--- src/rtl/rcu_rst_seq_if.sv ---
// Signal bundle between the RCU reset sequencer and its requesters/consumers.
// The master side raises requests and controls; the slave side is the sequencer.
interface rcu_rst_seq_if #(
    parameter int NUM_DOM = 4
);
    logic               ext_rst_req;
    logic               wdt_rst_req;
    logic               sw_rst_req;
    logic               pll_en;
    logic               pll_lock;
    logic               cause_clr;
    logic [NUM_DOM-1:0] rst_n;
    logic               clk_sel;
    logic               done;
    logic               lock_err;
    logic [3:0]         rst_cause;
    logic [2:0]         state;

    modport master (
        output ext_rst_req, wdt_rst_req, sw_rst_req, pll_en, pll_lock, cause_clr,
        input  rst_n, clk_sel, done, lock_err, rst_cause, state
    );

    modport slave (
        input  ext_rst_req, wdt_rst_req, sw_rst_req, pll_en, pll_lock, cause_clr,
        output rst_n, clk_sel, done, lock_err, rst_cause, state
    );
endinterface

--- src/rtl/rcu_rst_seq.sv ---
// RCU reset/clock bring-up sequencer: hold resets, optional PLL lock and clock switch,
// staged domain release, sticky reset-cause and lock-error status.
module rcu_rst_seq #(
    parameter int NUM_DOM   = 4,
    parameter int CNT_WIDTH = 16,
    parameter int HOLD_CYC  = 16,
    parameter int LOCK_TMO  = 1024,
    parameter int SW_CYC    = 4,
    parameter int STAGE_CYC = 8
) (
    input  logic         clk,
    input  logic         rst,
    rcu_rst_seq_if.slave bus
);
    typedef enum logic [2:0] {
        S_ASSERT   = 3'd0,
        S_PLL_WAIT = 3'd1,
        S_CLK_SW   = 3'd2,
        S_RELEASE  = 3'd3,
        S_RUN      = 3'd4
    } state_t;

    localparam logic [CNT_WIDTH-1:0] HOLD_LAST = CNT_WIDTH'(HOLD_CYC - 1);
    localparam logic [CNT_WIDTH-1:0] TMO_LAST  = CNT_WIDTH'(LOCK_TMO - 1);
    localparam logic [CNT_WIDTH-1:0] SW_LAST   = CNT_WIDTH'(SW_CYC - 1);
    localparam logic [CNT_WIDTH-1:0] REL_LAST  = CNT_WIDTH'((NUM_DOM - 1) * STAGE_CYC);

    state_t               state, state_nxt;
    logic [CNT_WIDTH-1:0] cnt, cnt_nxt;
    logic [NUM_DOM-1:0]   rst_n_q, rst_n_nxt;
    logic                 clk_sel_q, clk_sel_nxt;
    logic                 lock_err_q, lock_err_nxt;
    logic [3:0]           cause_q, cause_nxt;
    logic                 lock_q;

    logic req;
    logic lock_ok;
    logic lock_lost;
    logic lock_err_set;
    logic [3:0] cause_set;

    assign req       = bus.ext_rst_req | bus.wdt_rst_req | bus.sw_rst_req;
    // Lock must be seen on two consecutive cycles to count, and be missing for two to be lost.
    assign lock_ok   = bus.pll_lock & lock_q;
    assign lock_lost = clk_sel_q & ~bus.pll_lock & ~lock_q;
    assign cause_set = {bus.sw_rst_req, bus.wdt_rst_req, bus.ext_rst_req, 1'b0};

    // State register plus all registered outputs.
    // NOTE: sequential state uses non-blocking assignments so every register samples pre-edge values.
    always_ff @(posedge clk or posedge rst) begin
        if (rst) begin
            state      <= S_ASSERT;
            cnt        <= '0;
            rst_n_q    <= '0;
            clk_sel_q  <= 1'b0;
            lock_err_q <= 1'b0;
            cause_q    <= 4'b0001;
            lock_q     <= 1'b0;
        end else begin
            state      <= state_nxt;
            cnt        <= cnt_nxt;
            rst_n_q    <= rst_n_nxt;
            clk_sel_q  <= clk_sel_nxt;
            lock_err_q <= lock_err_nxt;
            cause_q    <= cause_nxt;
            lock_q     <= bus.pll_lock;
        end
    end

    // Next-state logic; a request overrides every other transition.
    // NOTE: each combinational output gets a default first so no latch is inferred.
    always_comb begin
        state_nxt = state;
        case (state)
            S_ASSERT:   if (cnt == HOLD_LAST) state_nxt = bus.pll_en ? S_PLL_WAIT : S_RELEASE;
            S_PLL_WAIT: begin
                if (lock_ok)              state_nxt = S_CLK_SW;
                else if (cnt == TMO_LAST) state_nxt = S_RELEASE;
            end
            S_CLK_SW:   if (cnt == SW_LAST)  state_nxt = S_RELEASE;
            S_RELEASE:  if (cnt == REL_LAST) state_nxt = S_RUN;
            S_RUN:      if (lock_lost)       state_nxt = S_ASSERT;
            default:    state_nxt = S_ASSERT;
        endcase
        if (req) state_nxt = S_ASSERT;
    end

    // Next values of counter and registered outputs.
    always_comb begin
        cnt_nxt      = cnt + CNT_WIDTH'(1);
        rst_n_nxt    = rst_n_q;
        clk_sel_nxt  = clk_sel_q;
        lock_err_set = 1'b0;

        if (req || state_nxt != state || state == S_RUN) cnt_nxt = '0;

        if (state == S_RELEASE) begin
            for (int k = 0; k < NUM_DOM; k++) begin
                if (cnt == CNT_WIDTH'(k * STAGE_CYC)) rst_n_nxt[k] = 1'b1;
            end
        end

        if (state == S_PLL_WAIT && state_nxt == S_CLK_SW) clk_sel_nxt = 1'b1;

        if (!req) begin
            lock_err_set = (state == S_PLL_WAIT && !lock_ok && cnt == TMO_LAST) ||
                           (state == S_RUN && lock_lost);
        end

        if (state_nxt == S_ASSERT) begin
            rst_n_nxt   = '0;
            clk_sel_nxt = 1'b0;
        end

        // A source active alongside the clear keeps its bit.
        lock_err_nxt = bus.cause_clr ? lock_err_set : (lock_err_q | lock_err_set);
        cause_nxt    = bus.cause_clr ? cause_set    : (cause_q | cause_set);
    end

    assign bus.rst_n     = rst_n_q;
    assign bus.clk_sel   = clk_sel_q;
    assign bus.done      = (state == S_RUN);
    assign bus.lock_err  = lock_err_q;
    assign bus.rst_cause = cause_q;
    assign bus.state     = state;
endmodule
--- src/flat_wrapper.sv ---
// flat-port wrapper written by rule: the top's interface ports become plain ports
module rcu_rst_seq_flat 
#(
    parameter int NUM_DOM   = 4,
    parameter int CNT_WIDTH = 16,
    parameter int HOLD_CYC  = 16,
    parameter int LOCK_TMO  = 1024,
    parameter int SW_CYC    = 4,
    parameter int STAGE_CYC = 8
)
  (clk, rst, bus_ext_rst_req, bus_wdt_rst_req, bus_sw_rst_req, bus_pll_en, bus_pll_lock, bus_cause_clr, bus_rst_n, bus_clk_sel, bus_done, bus_lock_err, bus_rst_cause, bus_state);
  rcu_rst_seq_if #(.NUM_DOM(NUM_DOM)) bus_i ();
  input  logic clk;
  input  logic rst;
  input wire logic [$bits(bus_i.ext_rst_req)-1:0] bus_ext_rst_req;
  input wire logic [$bits(bus_i.wdt_rst_req)-1:0] bus_wdt_rst_req;
  input wire logic [$bits(bus_i.sw_rst_req)-1:0] bus_sw_rst_req;
  input wire logic [$bits(bus_i.pll_en)-1:0] bus_pll_en;
  input wire logic [$bits(bus_i.pll_lock)-1:0] bus_pll_lock;
  input wire logic [$bits(bus_i.cause_clr)-1:0] bus_cause_clr;
  output wire logic [$bits(bus_i.rst_n)-1:0] bus_rst_n;
  output wire logic [$bits(bus_i.clk_sel)-1:0] bus_clk_sel;
  output wire logic [$bits(bus_i.done)-1:0] bus_done;
  output wire logic [$bits(bus_i.lock_err)-1:0] bus_lock_err;
  output wire logic [$bits(bus_i.rst_cause)-1:0] bus_rst_cause;
  output wire logic [$bits(bus_i.state)-1:0] bus_state;
  assign bus_i.ext_rst_req = bus_ext_rst_req;
  assign bus_i.wdt_rst_req = bus_wdt_rst_req;
  assign bus_i.sw_rst_req = bus_sw_rst_req;
  assign bus_i.pll_en = bus_pll_en;
  assign bus_i.pll_lock = bus_pll_lock;
  assign bus_i.cause_clr = bus_cause_clr;
  assign bus_rst_n = bus_i.rst_n;
  assign bus_clk_sel = bus_i.clk_sel;
  assign bus_done = bus_i.done;
  assign bus_lock_err = bus_i.lock_err;
  assign bus_rst_cause = bus_i.rst_cause;
  assign bus_state = bus_i.state;
  rcu_rst_seq #(.NUM_DOM(NUM_DOM), .CNT_WIDTH(CNT_WIDTH), .HOLD_CYC(HOLD_CYC), .LOCK_TMO(LOCK_TMO), .SW_CYC(SW_CYC), .STAGE_CYC(STAGE_CYC)) u_core (.clk(clk), .rst(rst), .bus(bus_i));
endmodule
--- config.mk ---
export PLATFORM = sky130hd
export DESIGN_NAME = rcu_rst_seq_flat
export DESIGN_NICKNAME = d
export VERILOG_FILES = /design/src/rtl/rcu_rst_seq_if.sv /design/src/rtl/rcu_rst_seq.sv /design/src/flat_wrapper.sv
export SDC_FILE = /design/constraint.sdc
export NUM_CORES = 1
export LEC_CHECK = 0
export CORE_ASPECT_RATIO = 1.4
export CORE_MARGIN = 2
export CORE_UTILIZATION = 35
export CTS_BUF_LIST = sky130_fd_sc_hd__clkbuf_8 sky130_fd_sc_hd__clkbuf_16
export DETAILED_ROUTE_END_ITERATION = 8
export MAX_ROUTING_LAYER = met4
export PLACE_DENSITY = 0.63
export SYNTH_ARGS = -nofsm -noshare
export SYNTH_HDL_FRONTEND = slang
export SYNTH_SLANG_ARGS = --single-unit
--- constraint.sdc ---
create_clock -name clk -period 2.4 [get_ports clk]
set_input_delay 0.6 -clock clk [delete_from_list [all_inputs] [get_ports clk]]
set_output_delay 0.6 -clock clk [all_outputs]
set_load 0.05 [all_outputs]
[After elaboration in Yosys (flattened, before gate mapping)]
Cells that the tools add are included.
Cells by class
  add/subtract/negate cells: 1
  eq/ne operators: 12
  muxes and demuxes: 21
  bitwise operators: 9
  reduce and logical (&&, ||, !) cells: 21
Operators with widths (count)
  equality test 16 x 4 -> 1 bit (second input constant): 2
  equality test 16 x 5 -> 1 bit (second input constant): 2
  2-to-1 mux 3 bit: 7
  adder 16 x 1 -> 16 bit (second input constant): 1
  equality test 16 x 10 -> 1 bit (second input constant): 1
  equality test 16 x 2 -> 1 bit (second input constant): 1
  zero test 16 bit: 1
  2-to-1 mux 16 bit: 1
  case mux 3 bit (5 select lines): 1
  2-to-1 mux 4 bit: 3
  nonzero test 2 bit: 6
  equality test 3 x 2 -> 1 bit (second input constant): 3
  2-to-1 mux 1 bit: 8
  AND reduction 2 bit: 4
  zero test 3 bit: 2
  logical AND 1 bit: 4
  OR 4 bit: 1
  AND 1 bit: 3
  equality test 3 x 1 -> 1 bit (second input constant): 1
  equality test 3 bit (second input constant): 1
  logical OR 1 bit: 3
  != test 3 bit: 1
  OR 1 bit: 3
  2-to-1 mux 2 bit: 1
  2 further kinds: 3
Storage, ports and cells
  register bits after elaboration: 30
  input port bits: 8
  output and inout port bits: 14
  word-level logic and storage cells: 74

[Longest topological paths before layout]
Gate-level depths: netlist (run 1).
  word-level depth: 10
  mapped depth: 8
  mapped depth without buffers: 7

[Least setup slack after synthesis (run 1)]
No wires, ideal clock.
  kind: flip-flop to flip-flop
  start: register u_core.state[0] (netlist: u_core.bus.state[0])
  end: register u_core.cnt[10]
  setup time: 122 ps
  data arrival time: 2076 ps
  data required time: 2278 ps
  slack: 202 ps
  stages on the path, launching flop included: 7
  path buffers: 2
  period minus slack after synthesis: 2198 ps
  path through: dfrtp_1 clkbuf_1 or3b_2 o32ai_2 o31a_2 buf_6 nor4_2
On the way
  longest elaborated chain between the ends: 8
  elaborated cells on any way between the ends: 17
  those cells by class: eq/ne (5); mux (9); reduce/logical (3)
Ends and longest elaborated chain
  start, declared: line rcu_rst_seq.sv:28  | state_t state, state_nxt;
  start signal, assigned: line rcu_rst_seq.sv:60  | state <= state_nxt;
  2-to-1 mux 3 bit: line rcu_rst_seq.sv:78  | else if (cnt == TMO_LAST) state_nxt = S_RELEASE;
  2-to-1 mux 3 bit: line rcu_rst_seq.sv:77  | if (lock_ok) state_nxt = S_CLK_SW;
  case mux 3 bit (5 select lines): line rcu_rst_seq.sv:74  | case (state)
  2-to-1 mux 3 bit: line rcu_rst_seq.sv:85  | if (req) state_nxt = S_ASSERT;
  != test 3 bit: line rcu_rst_seq.sv:95  | if (req || state_nxt != state || state == S_RUN) cnt_nxt = '0;
  logical OR 1 bit: line rcu_rst_seq.sv:95
  logical OR 1 bit *: line rcu_rst_seq.sv:95
  2-to-1 mux 16 bit *: line rcu_rst_seq.sv:95
  named net u_core.cnt_nxt[10]: line rcu_rst_seq.sv:29  | logic [CNT_WIDTH-1:0] cnt, cnt_nxt;
  end signal, assigned: line rcu_rst_seq.sv:61  | cnt <= cnt_nxt;
  end, declared: line rcu_rst_seq.sv:29
Mark *: on every way through the listed nets, which the timed path passes. The rest lies on a longest branch.
A chain may end at the register's enable or synchronous reset.

[Worst setup path in the final report (run 1)]
  start: register u_core.state[1] (netlist: u_core.bus.state[1])
  end: output bus_state[1]
RTL lines
  end, declared: line flat_wrapper.sv:26  | output wire logic [$bits(bus_i.state)-1:0] bus_state;
No word-level cell between the ends.

==> flow_summary.rst, run 1 <==
.. list-table::
   :header-rows: 1

   * - Metric
     - Value
   * - Critical path class
     - register to output port
   * - Upper clock frequency limit
     - 443 MHz
   * - Req. time, crit path
     - 1.80 ns
   * - Ant diodes
     - 0
   * - Hold Violations, Final
     - 0
   * - First-pass GRT wire length
     - around 6900 um
   * - Sum of buffers and inverters on the critical path
     - 1
   * - Worst setup SP type
     - register
   * - H-Tree Level Count
     - 2
   * - Final setup vio count
     - 0
   * - Final HPWL DP
     - 2920 um
   * - Power per unit of standard cell area
     - roughly 450 mW/mm2
   * - Vias in the first global route
     - 1,496
   * - Synth Warn #
     - 0
   * - Worst path arrival time
     - 1.66 ns
   * - Die width
     - 63.9 um
   * - GR Overflow Total
     - 0
   * - Count of cell types in the netlist
     - 43
   * - Cell internal pwr
     - 767 uW
   * - Crit share post-route
     - 94.1%
   * - Part of the total power dissipated in combinational logic
     - under 10%
   * - Setup crit end kind
     - output port
   * - Remaining DRCs
     - 0
   * - Worst supply voltage drop on vdd
     - 283 uV
   * - Biggest area contributors in the synthesized netlist
     - sky130_fd_sc_hd__dfrtp_1, sky130_fd_sc_hd__nor4_2, sky130_fd_sc_hd__xnor2_1
   * - Port Buffer Count
     - 21
   * - Post-synthesis sequential area ratio
     - 42.8%
   * - Clock insertion delay at the later pin of the skew report
     - 0.28 ns
   * - Average vias per placed instance
     - 5.22
   * - Cell-by-cell listing of the critical path
     - clkdlybuf4s50_1
   * - Maximum clock insertion buffer count
     - 2
   * - Share of flip-flops with an asynchronous set or reset
     - 100%
   * - Slew at the pin closest to its max-slew limit
     - between 0.6 and 0.7 ns
   * - Starting Density
     - 36.3%
   * - Worst-case clock skew
     - 0.00440 ns
   * - Crit path max-delay family
     - buffers and inverters
   * - Initial antenna violation count
     - 0
   * - Final critical delay including setup and external delays
     - between 2 and 2.5 ns
   * - Number of top-level pins
     - 22
   * - Post-synth EDFFs
     - 0
   * - Highest-delay cell along the critical path
     - sky130_fd_sc_hd__clkdlybuf4s50_1
   * - Total Routing Usage GR
     - 16.6%
   * - Num Clock Sinks
     - 30
   * - Lkg Pwr
     - 0.000874 uW
   * - Clock tree from TritonCTS
     - built
   * - First-pass iteration count of the detailed router
     - 4
   * - Sequential group share of total power
     - 51.4%
   * - Core ar.
     - 0.00484 mm2
   * - Cell type contributing the most total cell area after synthesis
     - sky130_fd_sc_hd__dfrtp_1
   * - Max-cap violations
     - 0
   * - Standard-cell rows
     - 30
   * - Wire per inst
     - 14.7 um
   * - Part of the total power dissipated in the clock network
     - 41.6%
   * - P_sw
     - 236 uW
   * - Routability Congestion
     - just over 0.8
   * - Vertical die dimension
     - 87.9 um
   * - Area share of the largest cell type after synthesis
     - 41.3%
   * - Synth Net Count
     - 181
   * - Smallest hold slack
     - 0.482 ns
   * - Predominant post-synthesis flop cell
     - sky130_fd_sc_hd__dfrtp_1
   * - Vias after detailed routing
     - about 1,400
   * - Leading cell type in the layout, fill and taps excluded
     - sky130_fd_sc_hd__dfrtp_1
   * - Switching share of power
     - 23.5%
   * - Final cell utilization of the core
     - 46.3%
   * - Largest net degree at the start of global routing
     - 19
   * - Net count reported at finish
     - 219
   * - Unrepaired setup endpoints after global routing
     - false
   * - Number of flip-flops and latches in the synthesized netlist
     - 30
   * - Remaining antenna violation count after routing
     - 0
   * - Overall die area
     - 0.00561 mm2
   * - Clock-pin slew on the worst setup and hold paths
     - 0.06 ns
   * - Number of DRC markers after the initial detailed-route iteration
     - 103
   * - Root Buffer Master
     - sky130_fd_sc_hd__clkbuf_8
   * - Most frequent cells in the layout
     - sky130_fd_sc_hd__dfrtp_1, sky130_fd_sc_hd__clkdlybuf4s50_1, sky130_fd_sc_hd__nand2_1
   * - Growth of design area from synthesis to finish
     - 27.4%
   * - Detailed Route WL
     - slightly above 4000 um
   * - Post-CTS setup buffer count
     - 0
   * - Number of instances in the synthesized netlist
     - roughly 170
   * - Outcome
     - finished, final reports clean
   * - Number of max-slew violations in the final report
     - 0
   * - Number of buffers inserted during clock tree synthesis
     - 5
   * - Hold crit path type
     - register to register
   * - Average instance area after synthesis
     - 10.3 um2
   * - Synthesized area
     - 0.00176 mm2
   * - Stage delay of the slowest cell on the critical path
     - 0.86 ns
   * - Worst Path Max Fanout
     - 9
   * - Fraction of final layout cells sized beyond drive strength 1
     - 21.9%
   * - Max_slew headroom
     - 56.5%
[stage by stage]
step                      area, um2  cells  total power [uW]  TNS, ns  worst slack [ns]
final                          2240    274              1000        0             0.142
after global routing           2240    274              1040        0            0.0366
after global placement         2140    266               595   -0.146           -0.0224
after floorplan                1760    171               559        0             0.202
after CTS                      2230    274              1010        0             0.137
after detailed placement       2140    266               596   -0.725           -0.0896
[synth_stat cells (2+ instances only)]
cell type / number
sky130_fd_sc_hd__clkbuf_1: 2
sky130_fd_sc_hd__nor4_2: 10
sky130_fd_sc_hd__nor2b_1: 2
sky130_fd_sc_hd__or3_1: 2
sky130_fd_sc_hd__nand3_1: 3
sky130_fd_sc_hd__nand2_1: 16
sky130_fd_sc_hd__inv_1: 11
sky130_fd_sc_hd__nor3b_1: 2
sky130_fd_sc_hd__nor4_1: 8
sky130_fd_sc_hd__nor2_1: 13
sky130_fd_sc_hd__xor2_1: 7
sky130_fd_sc_hd__dfrtp_1: 29
sky130_fd_sc_hd__nor4_4: 2
sky130_fd_sc_hd__a21o_1: 3
sky130_fd_sc_hd__nor3_1: 7
sky130_fd_sc_hd__and2_1: 2
sky130_fd_sc_hd__ha_1: 2
sky130_fd_sc_hd__buf_6: 3
sky130_fd_sc_hd__xnor2_1: 7
sky130_fd_sc_hd__nand4_1: 6
sky130_fd_sc_hd__a21oi_1: 12
[layout make-up]
type                       instances  area, um2
fill                             481       2600
multi-input combinational        125        930
sequential                        30        752
timing repair buffer              36        345
clock buffer                       6       82.6
tap                               64       80.1
inverter                          11       41.3
clock inverter                     2       8.76
[routing by layer]
layer	track usage, %	wire, um
met2	29.0	2150
met4	7.11	91
met5	-	0
met3	3.86	143
met1	17.9	1640
[cells by family (layout without fill, tap and decap cells)]
logic type / count (synthesis) / count (layout) / share of synthesized area, %
AOI/OAI and AO/OA: 27 / 27 / 12.5
xor gates and xnor gates: 14 / 14 / 6.98
adders and majority gates: 2 / 2 / 1.42
buffers and inverters: 16 / 55 / 4.70
DFF: 30 / 30 / 42.8
and+or+nand+nor: 82 / 82 / 31.7
[sequential cells by signal, summed over array words and instances, names as in the netlist]
name,count
u_core.cnt,16
u_core.bus.lock_err,1
u_core.bus.rst_n,4
u_core.lock_q,1
u_core.bus.state,3
u_core.bus.clk_sel,1
u_core.bus.rst_cause,4
[timing repair]
| item | in CTS | in global routing |
|---|---|---|
| hold buffers | 0 | 0 |
| setup endpoints to repair | 0 | 1 |
| gates resized for setup | 0 | 1 |
[final timing paths]
| kind | startpoint | to | slack (ns) | cells after the start |
|---|---|---|---|---|
| min in group asynchronous | rst | u_core.bus.rst_cause[0] | 0.65 | 2 |
| max | u_core.bus.state[1] | bus_state[1] | 0.14 | 1 |
| max reg2reg | u_core.cnt[0] | u_core.cnt[3] | 0.21 | 7 |
| max in group asynchronous | rst | u_core.cnt[3] | 1.51 | 3 |
| min | u_core.bus.rst_cause[3] | u_core.bus.rst_cause[3] | 0.48 | 1 |
| min reg2reg | u_core.bus.rst_cause[3] | u_core.bus.rst_cause[3] | 0.48 | 1 |
[power groups by stage]
stage          clock network (uW)  registers, uW  logic (uW)
6_report                      417            515        70.2
3_3_place_gp                    0            524        70.7
2_1_floorplan                   0            536        23.7
3_5_place_dp                    0            524        71.5
5_1_grt                       448            515        75.9
4_1_cts                       425            515        71.9
(Power assumes the default switching activity.)
==> run 2: changes to the inputs <==
Settings changed: CORE_UTILIZATION 35 to 50, PLACE_DENSITY 0.63 to 0.81.
Clock period 2.4 ns to 2.2 ns, I/O delays scaled along.
==> flow_summary.rst, run 2 (synthesis gave the netlist of run 1 again) <==
.. list-table::
   :header-rows: 1

   * - Metric
     - Value
   * - Power per unit of standard cell area
     - 510 mW/mm2
   * - Post-layout worst setup margin
     - about 0.058 ns
   * - Final critical delay including setup and external delays
     - 2.14 ns
   * - Number of max-slew violations in the final report
     - 0
   * - Final HPWL DP
     - 3070 um
   * - Worst setup SP type
     - register
   * - Die width
     - 54.1 um
   * - Setup crit end kind
     - register
   * - Final design instance area without fill
     - 0.00228 mm2
   * - Largest net degree at the start of global routing
     - 25
   * - Critical path class
     - register to register
   * - Vias in the first global route
     - 1,540
   * - Ant diodes
     - 0
   * - Sequential group share of total power
     - 48.2%
   * - Port Buffer Count
     - 21
   * - Growth of design area from synthesis to finish
     - 29.9%
   * - Instance count on the critical path
     - 6
   * - Unrepaired setup endpoints after global routing
     - false
   * - Part of the total power dissipated in combinational logic
     - 7.3%
   * - Max-cap violations
     - 0
   * - First-pass GRT wire length
     - 6840 um
   * - Root Buffer Master
     - sky130_fd_sc_hd__clkbuf_8
   * - Clock-pin slew on the worst setup and hold paths
     - 0.06 ns
   * - Remaining antenna violation count after routing
     - 0
   * - Smallest hold slack
     - 0.479 ns
   * - Slew at the pin closest to its max-slew limit
     - 0.568 ns
   * - Final total power
     - 1170 uW
   * - Maximum clock insertion buffer count
     - 2
   * - Net count reported at finish
     - 222
   * - Starting Density
     - 52.0%
   * - Part of the total power dissipated in the clock network
     - 44.5%
   * - GR Overflow Total
     - 0
   * - Worst path arrival time
     - 2.31 ns
   * - Cell internal pwr
     - 911 uW
   * - Setup TNS after final layout
     - 0 ns
   * - Crit path max-delay family
     - simple AND/OR/NAND/NOR gates
   * - Endpoint of the most critical setup path
     - u_core.cnt[13]
   * - Routability Congestion
     - between 0.8 and 0.9
   * - Worst-case clock skew
     - 0.00916 ns
   * - Outcome
     - finished, final reports clean
   * - Most flop-heavy register
     - u_core.cnt
   * - Lkg Pwr
     - 0.000919 uW
   * - Num Clock Sinks
     - 30
   * - Most frequent cells in the layout
     - sky130_fd_sc_hd__dfrtp_1, sky130_fd_sc_hd__buf_4, sky130_fd_sc_hd__nand2_1, sky130_fd_sc_hd__clkdlybuf4s50_1, sky130_fd_sc_hd__nor2_1
   * - Number of buffers inserted during clock tree synthesis
     - 5
   * - Initial antenna violation count
     - 0
   * - Cell-by-cell listing of the critical path
     - nor4_4, nand4_1, o2bb2ai_4, o21a_2, buf_12, nor4_2
   * - Wire per inst
     - 16.8 um
   * - Switching share of power
     - 21.9%
   * - Stage delay of the slowest cell on the critical path
     - 0.46 ns
   * - Fraction of final layout cells sized beyond drive strength 1
     - a little over a quarter
   * - Max_slew headroom
     - 61.8%
   * - Upper clock frequency limit
     - 467 MHz
   * - Worst supply voltage drop on vdd
     - 542 uV
   * - Total Routing Usage GR
     - 24.5%
   * - Detailed Route WL
     - between 4000 and 5000 um
   * - Placed cell area
     - ~0.0021 mm2
   * - Startpoint of the worst-slack reg-to-reg timing path
     - u_core.cnt[14]
   * - H-Tree Level Count
     - 2
   * - Endpoint of the lowest-slack register-to-register path
     - u_core.cnt[13]
   * - Critical path origin
     - u_core.cnt[14]
   * - P_sw
     - 255 uW
   * - HP Start
     - u_core.bus.rst_cause[2]
   * - Average vias per placed instance
     - 6.02
   * - Setup slack of the worst register-to-register path
     - between 0.05 and 0.06 ns
   * - Crit share post-route
     - 97.3%
   * - Hold Violations, Final
     - 0
   * - Highest-delay cell along the critical path
     - sky130_fd_sc_hd__nor4_4
   * - Core ar.
     - 0.00338 mm2
   * - Clock insertion delay at the later pin of the skew report
     - 0.29 ns
   * - Req. time, crit path
     - 2.37 ns
   * - Remaining DRCs
     - 0
   * - Number of top-level pins
     - 22
   * - Final setup vio count
     - 0
   * - Vias after detailed routing
     - between 1,500 and 2,000
   * - Overall die area
     - 0.00401 mm2
   * - Vertical die dimension
     - 74.2 um
   * - First-pass iteration count of the detailed router
     - 4
   * - Hold crit path type
     - register to register
   * - Max reg flops
     - 16
   * - Clock tree from TritonCTS
     - built
   * - Worst r2r path cells
     - 6
   * - Worst Path Max Fanout
     - 16
   * - Leading cell type in the layout, fill and taps excluded
     - sky130_fd_sc_hd__dfrtp_1
   * - Number of DRC markers after the initial detailed-route iteration
     - 45
   * - Standard-cell rows
     - 25
   * - Worst-case setup slack after placement
     - -0.229 ns
   * - Sum of buffers and inverters on the critical path
     - 1
==> run 2: how the worst min path moves through the flow <==
| stage | to | slack (ns) | depth (start not counted) |
|---|---|---|---|
| after floorplan | u_core.cnt[0] | 0.49 | 1 |
| after global placement | u_core.bus.rst_cause[2] | 0.46 | 1 |
| after detailed placement | u_core.bus.rst_cause[2] | 0.47 | 1 |
| after CTS | u_core.bus.rst_cause[2] | 0.48 | 1 |
| after global routing | u_core.bus.rst_cause[2] | 0.49 | 1 |
| final | u_core.bus.rst_cause[2] | 0.48 | 1 |
==> run 2: layout make-up <==
cell class | instances | area (um2)
timing repair buffer | 39 | 395
sequential | 30 | 752
fill | 251 | 1090
inverter | 11 | 41.3
tap | 40 | 50.0
multi-input combinational | 125 | 935
clock buffer | 8 | 110
==> run 2: routing by layer <==
layer	vias to the layer above	wire length (um)	track usage (%)
met5	-	0	-
met2	52	2390	42.7
met3	9	223	6.43
met4	0	81	11.7
li1	709	-	-
met1	752	1550	24.7
==> run 2: power by group through the flow <==
| stage | logic, uW | registers (uW) | clock network [uW] |
|---|---|---|---|
| after detailed placement | 80.9 | 572 | 0 |
| final | 84.7 | 562 | 519 |
| after CTS | 81.7 | 562 | 525 |
| after global routing | 92.1 | 562 | 550 |
| after floorplan | 25.8 | 584 | 0 |
| after global placement | 78.4 | 571 | 0 |
==> run 2: worst register-to-register path: cells and delay by family, from the launching register on <==
| kind | cells | cell delay [ns] |
|---|---|---|
| AOI/OAI and AO/OA | 2 | 0.45 |
| buffers and inverters | 1 | 0.15 |
| DFF | 1 | 0.43 |
| and+or+nand+nor | 3 | 1.01 |
==> run 2: what timing repair did <==
item,4_1_cts,5_1_grt
hold buffers,0,0
resized for setup,0,3
setup endpoints to repair,4,16
pin swaps,1,2
buffers inserted,0,1
==> run 2: stage by stage <==
step | util, % | instances
3_5_place_dp | 63.4 | 244
3_3_place_gp | 63.4 | 244
4_1_cts | 66.7 | 252
6_report | 67.6 | 253
2_1_floorplan | - | 171
5_1_grt | 67.6 | 253
